==> config.mk <==
export PLATFORM = sky130hd
export DESIGN_NAME = tdm_demux_1x16
export DESIGN_NICKNAME = d
export VERILOG_FILES = /design/src/rtl/tdm_demux_1x16_pkg.sv /design/src/rtl/tdm_demux_1x16_demux_1x4.sv /design/src/rtl/tdm_demux_1x16.sv
export SDC_FILE = /design/constraint.sdc
export NUM_CORES = 1
export LEC_CHECK = 0
export BUFFER_PORTS_ARGS = -buffer_cell sky130_fd_sc_hd__buf_2
export CORE_UTILIZATION = 51
export CTS_CLUSTER_DIAMETER = 100
export DETAILED_ROUTE_END_ITERATION = 6
export PLACE_DENSITY_LB_ADDON = 0.1
export SLEW_MARGIN = 20
export SYNTH_ARGS = -nofsm -noshare
export SYNTH_HDL_FRONTEND = slang
export SYNTH_SLANG_ARGS = --single-unit
export TNS_END_PERCENT = 30
==> constraint.sdc <==
create_clock -name clk -period 8.9 [get_ports clk]
set_clock_uncertainty 0.2 [all_clocks]
set_input_delay 1.78 -clock clk [delete_from_list [all_inputs] [get_ports clk]]
set_output_delay 1.78 -clock clk [all_outputs]
set_load 0.005 [all_outputs]
==> src/rtl/tdm_demux_1x16_pkg.sv <==
// Shared constants for the 16-slot TDM receive demultiplexer.
package tdm_demux_1x16_pkg;

    // Slots per TDM frame and the width of a slot index.
    localparam int NSLOT  = 16;
    localparam int SLOT_W = 4;

endpackage : tdm_demux_1x16_pkg

==> src/rtl/tdm_demux_1x16_demux_1x4.sv <==
// One-hot 1:4 write-enable decoder; two levels of these form the 4-to-16
// slot decode, mirroring the 4:1 mux tree on the transmit side.
module demux_1x4 (
    input  logic       en_i,
    input  logic [1:0] sel_i,
    output logic [3:0] y_o
);

    // Route the enable to exactly one output, or none when disabled.
    always_comb begin
        y_o = '0;
        if (en_i) begin
            y_o[sel_i] = 1'b1;
        end
    end

endmodule : demux_1x4

==> src/rtl/tdm_demux_1x16.sv <==
// 16-slot TDM receive demultiplexer. Samples are gathered into a working
// bank and the full 16-channel output bank is loaded atomically when the
// slot-15 sample arrives, so downstream logic never sees a mixed frame.
module tdm_demux_1x16
    import tdm_demux_1x16_pkg::*;
#(
    parameter int WIDTH = 8
) (
    input  logic                     clk,
    input  logic                     rst,
    input  logic [WIDTH-1:0]         din,
    input  logic                     din_valid,
    input  logic                     frame_start,
    output logic [NSLOT*WIDTH-1:0]   out,
    output logic                     frame_valid,
    output logic                     sync_err,
    output logic [SLOT_W-1:0]        slot,
    output logic                     locked
);

    localparam logic [SLOT_W-1:0] LAST_SLOT = SLOT_W'(NSLOT - 1);

    logic [SLOT_W-1:0]            slot_q, slot_d;
    logic                         locked_q, locked_d;
    logic                         frame_valid_q, frame_valid_d;
    logic                         sync_err_q, sync_err_d;
    logic [NSLOT*WIDTH-1:0]       out_q;

    // Slots 0..14 are staged here; slot 15 goes straight into the output bank.
    logic [WIDTH-1:0]             working_q [NSLOT-1];
    logic [(NSLOT-1)*WIDTH-1:0]   working_flat;

    // Write request: which slot the current beat lands in, if any.
    logic                         wr_en;
    logic [SLOT_W-1:0]            wr_slot;
    logic [3:0]                   grp_en;
    logic [NSLOT-1:0]             slot_we;

    // Next-state decode for slot counter, lock state, strobes and write request.
    always_comb begin
        slot_d        = slot_q;
        locked_d      = locked_q;
        frame_valid_d = 1'b0;
        sync_err_d    = 1'b0;
        wr_en         = 1'b0;
        wr_slot       = slot_q;
        if (din_valid) begin
            if (frame_start) begin
                // A marker always restarts at slot 0; mid-frame it is an error
                // and whatever partial frame was gathered is abandoned.
                sync_err_d = locked_q && (slot_q != '0);
                slot_d     = SLOT_W'(1);
                locked_d   = 1'b1;
                wr_en      = 1'b1;
                wr_slot    = '0;
            end else if (locked_q) begin
                if (slot_q == '0) begin
                    // Slot 0 must carry a marker; lose lock and drop the sample.
                    sync_err_d = 1'b1;
                    locked_d   = 1'b0;
                end else if (slot_q == LAST_SLOT) begin
                    frame_valid_d = 1'b1;
                    slot_d        = '0;
                    wr_en         = 1'b1;
                end else begin
                    slot_d = slot_q + SLOT_W'(1);
                    wr_en  = 1'b1;
                end
            end
        end
    end

    // Two-level one-hot decode: upper slot bits pick a group of four,
    // lower bits pick the slot inside the group.
    demux_1x4 u_grp_dec (
        .en_i  (wr_en),
        .sel_i (wr_slot[3:2]),
        .y_o   (grp_en)
    );

    generate
        for (genvar gi = 0; gi < 4; gi++) begin : g_leaf_dec
            demux_1x4 u_leaf_dec (
                .en_i  (grp_en[gi]),
                .sel_i (wr_slot[1:0]),
                .y_o   (slot_we[gi*4 +: 4])
            );
        end
    endgenerate

    // Working bank registers, one per staged slot, loaded on their write enable.
    generate
        for (genvar gi = 0; gi < NSLOT - 1; gi++) begin : g_working
            always_ff @(posedge clk or posedge rst) begin
                if (rst) begin
                    working_q[gi] <= '0;
                end else if (slot_we[gi]) begin
                    working_q[gi] <= din;
                end
            end
            assign working_flat[gi*WIDTH +: WIDTH] = working_q[gi];
        end
    endgenerate

    // Control state, strobes and the atomic output bank load on frame completion.
    always_ff @(posedge clk or posedge rst) begin
        if (rst) begin
            slot_q        <= '0;
            locked_q      <= 1'b0;
            frame_valid_q <= 1'b0;
            sync_err_q    <= 1'b0;
            out_q         <= '0;
        end else begin
            slot_q        <= slot_d;
            locked_q      <= locked_d;
            frame_valid_q <= frame_valid_d;
            sync_err_q    <= sync_err_d;
            if (slot_we[NSLOT-1]) begin
                out_q <= {din, working_flat};
            end
        end
    end

    assign out         = out_q;
    assign frame_valid = frame_valid_q;
    assign sync_err    = sync_err_q;
    assign slot        = slot_q;
    assign locked      = locked_q;

endmodule : tdm_demux_1x16

==> results_dict.tcl <==
set metrics [dict create \
    status "completed" \
    drc 0 \
    synth_cell_types 41 \
    drtIter0Drc 147 \
    cts_tree "built" \
    cp_common_cell "buf_4" \
    fp.dieW_um 141.5 \
    grt_overflow 0 \
    synth.net_count 607 \
    rsz0062_at_grt "false" \
    cts_setup_buffers 0 \
    crit_buf_inv 3 \
    met2_usage_pct 36.03 \
    routedWlPerCell_um 19.96 \
    rows 50 \
    critPathArrivalTime_ns 4.04 \
    power.leakage_nw 6.246 \
    grt_max_degree 173 \
    netlist_instances 593 \
    grtUsageMet3_pct 4.860 \
    p_per_area_mw_per_mm2 244.8 \
    grt_first_pass_wirelength_mm 32.62 \
    crit_slowest_cell "buf_4" \
    gp_congestion 0.7882 \
    grt-busiest-layer "met2" \
    drtAntennaViolNets 0 \
    min_period_ns 3.850 \
    boundaryPins 147 \
    grtUsageTotal_pct 21.35 \
    cts.htree.levels 1 \
    dp_hpwl_mm 12.57 \
    mostFrequentLayoutCell "dfrtp_1" \
    initial_core_util_pct 52.51 \
    hold_viol_final 0 \
    syn_avg_cell_area_um2 16.73 \
    yosys.area_share.simple_pct 3.620 \
    crit_chain "buf_2, nand4b_4, nor3_4, buf_4, buf_4, mux2_2" \
    syn-cell-area_mm2 0.009921 \
    met1_usage_pct 28.06 \
    cts-resized-gates 0 \
    most-common-layout-cells "255 x dfrtp_1, 247 x mux2_2, 146 x buf_2" \
    synthMuxAreaShare_pct 28.15 \
    power_mw 2.869 \
    ctsHoldBuffers 0 \
    fin_tns_setup_ns 0 \
    worstMarginPinSlew_ns 0.9279 \
    nets 754 \
    slowest_delay_ns 0.64 \
    maxSlewHeadroom_pct 38.14 \
    area_growth_syn_to_layout_pct 18.10 \
    setup_violations 0 \
    drt_first_pass_iters 4 \
    drv_cap 0 \
    ys_seq_elements 255 \
    synth_top_family_by_area "multiplexers" \
    wirelength_mm 20.36 \
    path_delay_family "buffers and inverters" \
    drive_gt1_share_pct 60.34 \
    vdd_drop_max_mv 0.1457 \
    synth_compound_area_share_pct 0.9963 \
    max_freq_mhz 259.7 \
    die_h_um 141.5 \
    yosys_warnings 0 \
    required_ns 9.09 \
    grt_pass1_vias 5817 \
    end_kind "register" \
    vias_per_cell 5.316 \
    min_path_type "register to register" \
    crit_path_start_kind "input port" \
    synthAdderAreaFrac_pct 0.2522 \
    clk_latency_ns 0.51 \
    port-buffer-count 146 \
    criticalPathCategory "input port to register" \
    drv_slew 0 \
    crit_path_max_fanout 49 \
    root_buffer "clkbuf_16" \
    min_period_over_period_pct 43.26 \
    clk_pin_slew_ns 0.06 \
    holdWs_ns 0.2979 \
    die_area_mm2 0.02001 \
    core_mm2 0.01889 \
    cts_buffers 26 \
    clock_sinks 255 \
    via_count 5422 \
    ys_seq_area_share_pct 64.32 \
    synth-xor-area-share_pct 0.08828 \
    cts_max_path_buffers 3 \
    antenna_found_initial 2 \
]
## metal layers
layer,vias to the layer above,part of all wire [%]
li1,2408,-
met5,-,0.039
met4,2,1.7
met1,2849,43
met3,29,5.8
met2,134,50
## cell families (layout without fill, tap and decap cells)
kind of cell / count (synthesis) / count (layout)
compound gates: 13 / 13
xor+xnor: 1 / 1
fa+ha+maj: 2 / 2
buf+inv: 37 / 203
flops: 255 / 255
mux: 248 / 248
other cells: 0 / 1
simple gates: 37 / 37
## sequential cells by signal (all words and copies together), names as in the netlist
| name | cells |
|---|---|
| out | 128 |
| slot | 4 |
| locked | 1 |
| working_flat | 120 |
| sync_err | 1 |
| frame_valid | 1 |
## stage by stage
| stage | util [%] | cells | setup WS, ns | instance area, um2 |
|---|---|---|---|---|
| final | 62.01 | 1020 | 5.050 | 11720 |
| after global routing | 62.01 | 1020 | 4.914 | 11720 |
| after CTS | 61.98 | 1019 | 5.057 | 11710 |
| after detailed placement | 57.17 | 972 | 4.518 | 10800 |
| after global placement | 57.17 | 972 | 4.621 | 10800 |
| after floorplan | - | 593 | 3.562 | 9925 |
## synth_stat cells
| cell type | instances | area [um2] |
|---|---|---|
| o21ai_0 | 2 | 10.01 |
| a21o_1 | 1 | 7.510 |
| xnor2_1 | 1 | 8.760 |
| a32oi_2 | 1 | 16.27 |
| ha_1 | 2 | 25.02 |
| nand2b_4 | 1 | 13.76 |
| or3b_2 | 1 | 8.760 |
| nand3_2 | 1 | 10.01 |
| and3_1 | 2 | 12.51 |
| nor2b_1 | 2 | 12.51 |
| buf_4 | 7 | 52.55 |
| dfrtp_1 | 255 | 6381 |
| buf_2 | 6 | 30.03 |
| a211o_1 | 1 | 8.760 |
| nor3_4 | 2 | 32.53 |
| nor4b_1 | 1 | 8.760 |
| nor2_2 | 1 | 6.260 |
| nor4b_4 | 1 | 23.77 |
| a21oi_1 | 1 | 5.000 |
| or2_2 | 1 | 6.260 |
| nand4b_4 | 1 | 23.77 |
| mux2_1 | 1 | 11.26 |
| nor4_4 | 3 | 63.81 |
| and2_1 | 1 | 6.260 |
| a31oi_1 | 4 | 25.02 |
| nand2_4 | 1 | 11.26 |
| nand2b_1 | 3 | 18.77 |
| and4b_1 | 1 | 10.01 |
| nor3b_1 | 1 | 7.510 |
| nor3_2 | 3 | 30.03 |
| a211oi_1 | 1 | 7.510 |
| mux2_2 | 247 | 2781 |
| inv_1 | 5 | 18.77 |
| nand3_1 | 4 | 20.02 |
| clkbuf_1 | 8 | 30.03 |
| and3b_1 | 2 | 17.52 |
| a22o_1 | 1 | 8.760 |
| o311a_1 | 1 | 10.01 |
| nand2_1 | 3 | 11.26 |
| nor2_1 | 1 | 3.750 |
| buf_6 | 11 | 123.9 |
## final timing paths
check,startpoint,endpoint,slack [ns],cells after the start
worst max-delay path,din_valid,out[64],5.05,6
worst min-delay path,working_flat[15],working_flat[15],0.30,1
worst max register to register,slot[2],out[64],5.68,5
worst min register to register,working_flat[15],working_flat[15],0.30,1
max in group asynchronous,rst,out[73],5.93,4
min in group asynchronous,rst,working_flat[8],1.35,3
## power breakdown
group | internal [mW] | switching, mW
Clock | 0.694 | 0.420
Sequential | 1.31 | 0.107
Combinational | 0.171 | 0.165
Total | 2.18 | 0.692
## area by class of cell
cell class	count	area, um2
inverters	5	22.52
clock inverters	5	77.57
diodes	1	2.502
well taps	260	325.3
repair buffers	151	784.5
multi-input cells	301	3291
flip-flops and latches	255	6381
fillers	1498	7177
clock buffers	42	832.0
No activity file was read; power rests on OpenSTA's default activity.
